### src/rtl/mmu_arbiter_pkg.sv
// Shared types and constants for the two-master MMU request arbiter.
// Encodings match the legacy ARB_IDLE/ARB_BUSY/ARB_DONE values.
package mmu_arbiter_pkg;

  localparam int unsigned RegBusW = 32;
  localparam int unsigned RamBusW = 32;
  localparam int unsigned SelW    = 4;

  typedef enum logic [1:0] {
    StIdle = 2'b00,
    StBusy = 2'b01,
    StDone = 2'b10
  } arb_state_e;

  typedef enum logic {
    GrantM0 = 1'b0,
    GrantM1 = 1'b1
  } grant_e;

  typedef struct packed {
    logic               we;
    logic [RamBusW-1:0] addr;
    logic [RegBusW-1:0] data;
    logic [SelW-1:0]    sel;
  } req_t;

endpackage

### src/rtl/mmu_arbiter_if.sv
// Request/response bundle for mmu_arbiter. Suffixes are from the arbiter's view:
// slave is the arbiter itself, master is the surrounding requesters plus the MMU.
interface mmu_arbiter_if;
  import mmu_arbiter_pkg::*;

  logic               m0_ce_i, m0_we_i;
  logic [RamBusW-1:0] m0_addr_i;
  logic [RegBusW-1:0] m0_data_i;
  logic [SelW-1:0]    m0_sel_i;
  logic               m0_ready_o;
  logic [RegBusW-1:0] m0_data_o;
  logic               m0_tlb_err_o, m0_mod_o, m0_bus_err_o;

  logic               m1_ce_i, m1_we_i;
  logic [RamBusW-1:0] m1_addr_i;
  logic [RegBusW-1:0] m1_data_i;
  logic [SelW-1:0]    m1_sel_i;
  logic               m1_ready_o;
  logic [RegBusW-1:0] m1_data_o;
  logic               m1_err_o;

  logic               ce_o, we_o;
  logic [RamBusW-1:0] addr_o;
  logic [RegBusW-1:0] data_o;
  logic [SelW-1:0]    sel_o;
  logic               ready_i;
  logic [RegBusW-1:0] data_i;
  logic               tlb_err_i, mod_i;

  modport slave (
    input  m0_ce_i, m0_we_i, m0_addr_i, m0_data_i, m0_sel_i,
    output m0_ready_o, m0_data_o, m0_tlb_err_o, m0_mod_o, m0_bus_err_o,
    input  m1_ce_i, m1_we_i, m1_addr_i, m1_data_i, m1_sel_i,
    output m1_ready_o, m1_data_o, m1_err_o,
    output ce_o, we_o, addr_o, data_o, sel_o,
    input  ready_i, data_i, tlb_err_i, mod_i
  );

  modport master (
    output m0_ce_i, m0_we_i, m0_addr_i, m0_data_i, m0_sel_i,
    input  m0_ready_o, m0_data_o, m0_tlb_err_o, m0_mod_o, m0_bus_err_o,
    output m1_ce_i, m1_we_i, m1_addr_i, m1_data_i, m1_sel_i,
    input  m1_ready_o, m1_data_o, m1_err_o,
    input  ce_o, we_o, addr_o, data_o, sel_o,
    output ready_i, data_i, tlb_err_i, mod_i
  );

endinterface

### src/rtl/mmu_arbiter_arb_starve_ctr.sv
// Saturating count of port-0 grants taken while port 1 waits; sat forces port 1 next.
module arb_starve_ctr #(
  parameter int unsigned Max = 8
) (
  input  logic clk,
  input  logic rst,
  input  logic inc_i,
  input  logic clr_i,
  output logic sat_o
);

  localparam int unsigned CntW = (Max > 0) ? $clog2(Max + 1) : 1;

  logic [CntW-1:0] cnt_q, cnt_d;

  assign sat_o = (cnt_q == CntW'(Max));

  always_comb begin
    cnt_d = cnt_q;
    if (clr_i) begin
      cnt_d = '0;
    end else if (inc_i && !sat_o) begin
      cnt_d = cnt_q + 1'b1;
    end
  end

  always_ff @(posedge clk) begin
    if (rst) begin
      cnt_q <= '0;
    end else begin
      cnt_q <= cnt_d;
    end
  end

endmodule

### src/rtl/mmu_arbiter.sv
// Two-master arbiter in front of the single MMU port: fixed priority to port 0 with a
// starvation override for port 1. Optional BUSY watchdog under MMU_ARB_TIMEOUT_EN.
module mmu_arbiter
  import mmu_arbiter_pkg::*;
#(
  parameter int unsigned STARVE_MAX  = 8,
  parameter int unsigned TIMEOUT_CYC = 255
) (
  input logic          clk,
  input logic          rst,
  mmu_arbiter_if.slave bus
);

  arb_state_e         state_q;
  grant_e             grant_q;
  logic               starve_sat, pick_m1, pick_m0, timeout, finish;
  logic [RegBusW-1:0] rd_data;
  req_t               win_req;

  assign pick_m1 = bus.m1_ce_i && (starve_sat || !bus.m0_ce_i);
  assign pick_m0 = !pick_m1 && bus.m0_ce_i;

  arb_starve_ctr #(
    .Max (STARVE_MAX)
  ) u_starve (
    .clk   (clk),
    .rst   (rst),
    .inc_i ((state_q == StIdle) && pick_m0 && bus.m1_ce_i),
    .clr_i ((state_q == StIdle) && pick_m1),
    .sat_o (starve_sat)
  );

`ifdef MMU_ARB_TIMEOUT_EN
  localparam int unsigned TimerW = (TIMEOUT_CYC > 0) ? $clog2(TIMEOUT_CYC + 1) : 1;
  logic [TimerW-1:0] timer_q;

  // A ready on the deadline cycle wins over the abort.
  assign timeout = (state_q == StBusy) && !bus.ready_i && (timer_q == TimerW'(TIMEOUT_CYC));

  always_ff @(posedge clk) begin
    if (rst || state_q != StBusy) begin
      timer_q <= '0;
    end else if (!bus.ready_i && !timeout) begin
      timer_q <= timer_q + 1'b1;
    end
  end
`else
  logic unused_timeout_cyc;
  assign unused_timeout_cyc = ^TIMEOUT_CYC;
  assign timeout = 1'b0;
`endif

  assign finish  = bus.ready_i || timeout;
  assign rd_data = (bus.we_o || timeout) ? '0 : bus.data_i;

  always_comb begin
    if (pick_m1) begin
      win_req = {bus.m1_we_i, bus.m1_addr_i, bus.m1_data_i, bus.m1_sel_i};
    end else begin
      win_req = {bus.m0_we_i, bus.m0_addr_i, bus.m0_data_i, bus.m0_sel_i};
    end
  end

  always_ff @(posedge clk) begin
    if (rst) begin
      state_q          <= StIdle;
      grant_q          <= GrantM0;
      bus.ce_o         <= 1'b0;
      bus.we_o         <= 1'b0;
      bus.addr_o       <= '0;
      bus.data_o       <= '0;
      bus.sel_o        <= '0;
      bus.m0_ready_o   <= 1'b0;
      bus.m0_data_o    <= '0;
      bus.m0_tlb_err_o <= 1'b0;
      bus.m0_mod_o     <= 1'b0;
      bus.m0_bus_err_o <= 1'b0;
      bus.m1_ready_o   <= 1'b0;
      bus.m1_data_o    <= '0;
      bus.m1_err_o     <= 1'b0;
    end else begin
      case (state_q)
        StIdle: begin
          if (pick_m1 || pick_m0) begin
            state_q    <= StBusy;
            grant_q    <= pick_m1 ? GrantM1 : GrantM0;
            bus.ce_o   <= 1'b1;
            bus.we_o   <= win_req.we;
            bus.addr_o <= win_req.addr;
            bus.data_o <= win_req.data;
            bus.sel_o  <= win_req.sel;
          end
        end
        StBusy: begin
          if (finish) begin
            state_q  <= StDone;
            bus.ce_o <= 1'b0;
            if (grant_q == GrantM1) begin
              bus.m1_ready_o <= 1'b1;
              bus.m1_data_o  <= rd_data;
              bus.m1_err_o   <= bus.tlb_err_i || timeout;
            end else begin
              bus.m0_ready_o   <= 1'b1;
              bus.m0_data_o    <= rd_data;
              bus.m0_tlb_err_o <= bus.tlb_err_i && !timeout;
              bus.m0_mod_o     <= bus.mod_i && !timeout;
              bus.m0_bus_err_o <= timeout;
            end
          end
        end
        StDone: begin
          // Turnaround cycle: no arbitration, so a requester dropping ce is not re-granted.
          state_q        <= StIdle;
          bus.m0_ready_o <= 1'b0;
          bus.m1_ready_o <= 1'b0;
        end
        default: state_q <= StIdle;
      endcase
    end
  end

endmodule
### src/flat_wrapper.sv
// flat-port wrapper written by rule: the top's interface ports become plain ports
module mmu_arbiter_flat import mmu_arbiter_pkg::*;
#(
  parameter int unsigned STARVE_MAX  = 8,
  parameter int unsigned TIMEOUT_CYC = 255
)
  (clk, rst, bus_m0_ce_i, bus_m0_we_i, bus_m0_addr_i, bus_m0_data_i, bus_m0_sel_i, bus_m0_ready_o, bus_m0_data_o, bus_m0_tlb_err_o, bus_m0_mod_o, bus_m0_bus_err_o, bus_m1_ce_i, bus_m1_we_i, bus_m1_addr_i, bus_m1_data_i, bus_m1_sel_i, bus_m1_ready_o, bus_m1_data_o, bus_m1_err_o, bus_ce_o, bus_we_o, bus_addr_o, bus_data_o, bus_sel_o, bus_ready_i, bus_data_i, bus_tlb_err_i, bus_mod_i);
  mmu_arbiter_if bus_i ();
  input logic clk;
  input logic rst;
  input wire logic [$bits(bus_i.m0_ce_i)-1:0] bus_m0_ce_i;
  input wire logic [$bits(bus_i.m0_we_i)-1:0] bus_m0_we_i;
  input wire logic [$bits(bus_i.m0_addr_i)-1:0] bus_m0_addr_i;
  input wire logic [$bits(bus_i.m0_data_i)-1:0] bus_m0_data_i;
  input wire logic [$bits(bus_i.m0_sel_i)-1:0] bus_m0_sel_i;
  output wire logic [$bits(bus_i.m0_ready_o)-1:0] bus_m0_ready_o;
  output wire logic [$bits(bus_i.m0_data_o)-1:0] bus_m0_data_o;
  output wire logic [$bits(bus_i.m0_tlb_err_o)-1:0] bus_m0_tlb_err_o;
  output wire logic [$bits(bus_i.m0_mod_o)-1:0] bus_m0_mod_o;
  output wire logic [$bits(bus_i.m0_bus_err_o)-1:0] bus_m0_bus_err_o;
  input wire logic [$bits(bus_i.m1_ce_i)-1:0] bus_m1_ce_i;
  input wire logic [$bits(bus_i.m1_we_i)-1:0] bus_m1_we_i;
  input wire logic [$bits(bus_i.m1_addr_i)-1:0] bus_m1_addr_i;
  input wire logic [$bits(bus_i.m1_data_i)-1:0] bus_m1_data_i;
  input wire logic [$bits(bus_i.m1_sel_i)-1:0] bus_m1_sel_i;
  output wire logic [$bits(bus_i.m1_ready_o)-1:0] bus_m1_ready_o;
  output wire logic [$bits(bus_i.m1_data_o)-1:0] bus_m1_data_o;
  output wire logic [$bits(bus_i.m1_err_o)-1:0] bus_m1_err_o;
  output wire logic [$bits(bus_i.ce_o)-1:0] bus_ce_o;
  output wire logic [$bits(bus_i.we_o)-1:0] bus_we_o;
  output wire logic [$bits(bus_i.addr_o)-1:0] bus_addr_o;
  output wire logic [$bits(bus_i.data_o)-1:0] bus_data_o;
  output wire logic [$bits(bus_i.sel_o)-1:0] bus_sel_o;
  input wire logic [$bits(bus_i.ready_i)-1:0] bus_ready_i;
  input wire logic [$bits(bus_i.data_i)-1:0] bus_data_i;
  input wire logic [$bits(bus_i.tlb_err_i)-1:0] bus_tlb_err_i;
  input wire logic [$bits(bus_i.mod_i)-1:0] bus_mod_i;
  assign bus_i.m0_ce_i = bus_m0_ce_i;
  assign bus_i.m0_we_i = bus_m0_we_i;
  assign bus_i.m0_addr_i = bus_m0_addr_i;
  assign bus_i.m0_data_i = bus_m0_data_i;
  assign bus_i.m0_sel_i = bus_m0_sel_i;
  assign bus_m0_ready_o = bus_i.m0_ready_o;
  assign bus_m0_data_o = bus_i.m0_data_o;
  assign bus_m0_tlb_err_o = bus_i.m0_tlb_err_o;
  assign bus_m0_mod_o = bus_i.m0_mod_o;
  assign bus_m0_bus_err_o = bus_i.m0_bus_err_o;
  assign bus_i.m1_ce_i = bus_m1_ce_i;
  assign bus_i.m1_we_i = bus_m1_we_i;
  assign bus_i.m1_addr_i = bus_m1_addr_i;
  assign bus_i.m1_data_i = bus_m1_data_i;
  assign bus_i.m1_sel_i = bus_m1_sel_i;
  assign bus_m1_ready_o = bus_i.m1_ready_o;
  assign bus_m1_data_o = bus_i.m1_data_o;
  assign bus_m1_err_o = bus_i.m1_err_o;
  assign bus_ce_o = bus_i.ce_o;
  assign bus_we_o = bus_i.we_o;
  assign bus_addr_o = bus_i.addr_o;
  assign bus_data_o = bus_i.data_o;
  assign bus_sel_o = bus_i.sel_o;
  assign bus_i.ready_i = bus_ready_i;
  assign bus_i.data_i = bus_data_i;
  assign bus_i.tlb_err_i = bus_tlb_err_i;
  assign bus_i.mod_i = bus_mod_i;
  mmu_arbiter #(.STARVE_MAX(STARVE_MAX), .TIMEOUT_CYC(TIMEOUT_CYC)) u_core (.clk(clk), .rst(rst), .bus(bus_i));
endmodule
### config.mk
export PLATFORM = sky130hd
export DESIGN_NAME = mmu_arbiter_flat
export DESIGN_NICKNAME = d
export VERILOG_FILES = /design/src/rtl/mmu_arbiter_pkg.sv /design/src/rtl/mmu_arbiter_if.sv /design/src/rtl/mmu_arbiter_arb_starve_ctr.sv /design/src/rtl/mmu_arbiter.sv /design/src/flat_wrapper.sv
export SDC_FILE = /design/constraint.sdc
export NUM_CORES = 1
export LEC_CHECK = 0
export ABC_AREA = 1
export ABC_CLOCK_PERIOD_IN_PS = 1700
export CAP_MARGIN = 20
export CORE_AREA = 3 3 94 185
export CTS_BUF_LIST = sky130_fd_sc_hd__clkbuf_8
export DETAILED_ROUTE_END_ITERATION = 8
export DIE_AREA = 0 0 97 188
export PLACE_DENSITY = 0.87
export SYNTH_ARGS = -nofsm -noshare
export SYNTH_HDL_FRONTEND = slang
export SYNTH_SLANG_ARGS = --single-unit
### constraint.sdc
create_clock -name clk -period 1.7 [get_ports clk]
set_clock_uncertainty 0.05 [all_clocks]
set_input_delay 0.255 -clock clk [delete_from_list [all_inputs] [get_ports clk]]
set_output_delay 0.255 -clock clk [all_outputs]
set_load 0.02 [all_outputs]
==> out/metrics.csv <==
stage,metric,value,unit
outcome,status,finished clean,
logic_synthesis,yosys.area.top_type_share,43.82,%
logic_synthesis,synth_cell_types,23,
worst_setup_path,start_kind,flip-flop,
place,hpwlAfterDp,15.48,mm
logic_synthesis,ys_seq_area_share,43.82,%
floorplanning,ios,317,
cells_and_area,multiInputGateArea,0.002853,mm2
timing,fin_crit,1.581,ns
timing,finalHoldViolations,0,
floorplanning,die_area,0.01824,mm2
power,peakVddDrop,0.0005164,V
cells_and_area,nFillCells,1448,
grt,grt_use_met2,40.52,%
floorplanning,fp.dieW,97,um
grt,gr-total-overflow,0,
worst_setup_path,cp-end-kind,flip-flop,
clocking,cts_buffers,17,
logic_synthesis,synth_warnings,0,
place,dpl_cell_area,0.01002,mm2
routing,wirelength,20.74,mm
cells_and_area,final_area,0.01032,mm2
grt,use_met3,5.882,%
cells_and_area,seqCellArea,0.002924,mm2
min_path,hold_path_class,input pin to flip-flop,
timing,finalCritPeriodShare,93.03,%
cells_and_area,layout.nets,1488,
clocking,cts_buffer_depth,2,
timing,rsz0062_at_grt,no,
floorplanning,die_y,188,um
grt,grt_pass1_vias,6899,
grt,busiest_layer,met2,
floorplanning,core-area,0.01627,mm2
cells_and_area,drive_above_1_share,4.701,%
routing,ant_nets,0,
timing,finalSetupViolCount,0,
cells_and_area,final_core_util,63.41,%
worst_setup_path,critPathKind,flip-flop to flip-flop,
clocking,cts_tree,yes,
power,p_leak,5.359,nW
power,power_density,878.5,mW/mm2
logic_synthesis,synth_edf_count,0,
floorplanning,start_util,41.00,%
floorplanning,rows,66,
grt,grt_usage,22.23,%
clocking,clock-root-buffer,clkbuf_8,
worst_setup_path,crit_required,2.04,ns
worst_setup_path,cp_cell_sequence,inv_1 -> ha_1 -> nand3_2 -> nand2_4 -> nand2_4 -> buf_12 -> nand2_1 -> nand3_1 -> nand2_1 -> inv_1,
routing,remaining_drc_errors,0,
grt,antenna_found_initial,1,
clocking,insertion_delay,0.44,ns
routing,viasPerCell,4.772,
place,dp.cells,1493,
logic_synthesis,syn_area,0.006670,mm2
logic_synthesis,netlist_instances,1021,
timing,max_freq,0.6323,GHz
grt,grt_pass1_wl,33.11,mm
clocking,cts_sinks,146,
logic_synthesis,synth.avg_cell_area,6.533,um2
clocking,postCtsSetupRepairBufs,0,
routing,wl_per_cell,13.61,um
logic_synthesis,syn_nets,1200,
worst_setup_path,worstPathMaxFanout,26,
logic_synthesis,ys_ff_latch,146,
routing,drt_iter0_drc,270,
grt,use_met1,22.66,%
cells_and_area,fin_cells,1524,
logic_synthesis,synthTopCellsByArea,"dfxtp_1 (44%), nor2_1 (14%), nand3_1 (11%)",
cells_and_area,syn2layout_area_growth,54.66,%
clocking,htree_levels,4,
logic_synthesis,synthArstFlopShare,0,%
place,portBuffers,315,
worst_setup_path,critPathArrivalTime,1.92,ns
routing,first_pass_iters,5,
worst_setup_path,critPathSlowestCell,dfxtp_1,
place,finalWeightedCongestion,0.8759,
worst_setup_path,critical_path.max_stage_delay,0.41,ns
clocking,cts_hold_buf,0,
routing,vias,7272,
grt,grt_max_degree,69,
timing,maxSlewViolCount,0,
logic_synthesis,synth_top_area_cell,dfxtp_1,
clocking,clkSlewWorstSetupHoldPaths,0.08,ns
flow_run,cap_violations,0,
logic_synthesis,synth_ff_type,dfxtp_1,
[where the power goes]
group | internal, mW | switching [mW]
Combinational | 1.03 | 1.29
Sequential | 3.69 | 0.132
Clock | 1.65 | 1.27
[stage by stage]
stage	setup TNS, ns	setup slack [ns]	hold slack (ns)	power (mW)
2_1_floorplan	0	0.2782	0.3479	5.182
3_3_place_gp	0	0.01642	0.3802	6.357
3_5_place_dp	-0.4742	-0.04256	0.3848	6.411
4_1_cts	0	0.001849	0.1850	9.145
5_1_grt	0	0.01232	0.1937	9.547
6_report	0	0.1185	0.2137	9.062
[layout make-up]
cell class,instances,share of cell area [%]
clock buffers,19,2.535
diodes,1,0.02426
multi-input cells,661,27.65
flip-flops and latches,146,28.34
clock inverters,10,1.565
repair buffers,339,32.14
well taps,204,2.474
inverters,144,5.264
[registers in the layout (all words and copies together), names as in the netlist]
signal and flops:
u_core.bus.addr_o 32, u_core.grant_q 1, u_core.bus.m1_err_o 1, u_core.u_starve.cnt_q 4, u_core.bus.m0_data_o 32, u_core.bus.m1_data_o 32
u_core.bus.m0_ready_o 1, u_core.bus.m0_mod_o 1, u_core.bus.m1_ready_o 1, u_core.state_q 2, u_core.bus.m0_tlb_err_o 1, u_core.bus.sel_o 4
u_core.bus.ce_o 1, u_core.bus.data_o 32, u_core.bus.we_o 1
[path summary, 6_finish.rpt]
check | startpoint | end | slack, ns | depth (start not counted)
max | u_core.u_starve.cnt_q[1]$_SDFFE_PP0P_ | u_core.bus.data_o[9]$_SDFFE_PP0P_ | 0.12 | 10
min | rst | u_core.bus.addr_o[30]$_SDFFE_PP0P_ | 0.21 | 4
max reg2reg | u_core.u_starve.cnt_q[1]$_SDFFE_PP0P_ | u_core.bus.data_o[9]$_SDFFE_PP0P_ | 0.12 | 10
min reg2reg | u_core.bus.m1_data_o[18]$_SDFFE_PP0P_ | u_core.bus.m1_data_o[18]$_SDFFE_PP0P_ | 0.39 | 2
[worst max-delay path, delay by kind of cell, from the launching register on]
family / cells / cell delay, ns
AND/OR/NAND/NOR: 6 / 0.55
flip-flops: 1 / 0.41
buffers and inverters: 3 / 0.30
adder cells (fa/ha/maj): 1 / 0.20
[cells in the final DEF, fill, tap and decap left out, types with 3 or more instances in the layout]
master and count:
bufinv_16 4, o21ai_1 3, nand3_1 140, dfxtp_1 145
dlygate4sd2_1 137, o21ai_0 64, clkdlybuf4s50_1 174, buf_4 11
buf_12 11, a21oi_1 42, nor2_1 242, nand2_1 159
inv_1 143, clkbuf_8 19
[Yosys cell counts, drive strengths merged (2+ instances only)]
cell type    n
ha           2
inv        143
nand2      161
dfxtp      146
clkbuf      32
buf         38
nand3      142
nor2       243
a21oi       42
o21ai       68
[what timing repair did]
| item | 4_1_cts | 5_1_grt |
|---|---|---|
| cloned | 0 | 1 |
| gates resized for setup | 137 | 5 |
| endpoints found under the setup margin | 137 | 62 |
[metal layers]
metal / vias up / part of all wire (%)
met3: 54 / 6.0
li1: 3700 / -
met5: - / 0
met1: 3255 / 36
met2: 263 / 53
met4: 0 / 4.7
[logic make-up (layout without fill, tap and decap cells)]
kind of cell,Yosys count,in the layout,synth area share [%]
other,1,2,0.05622
buffers and inverters,214,512,13.56
AND/OR/NAND/NOR,547,547,33.75
flip-flops,146,146,43.82
XOR/XNOR,1,1,0.1313
adder cells (fa/ha/maj),2,2,0.3751
AO/OA/AOI/OAI,110,110,8.310
Note: power is estimated with default switching activity, not from simulation.
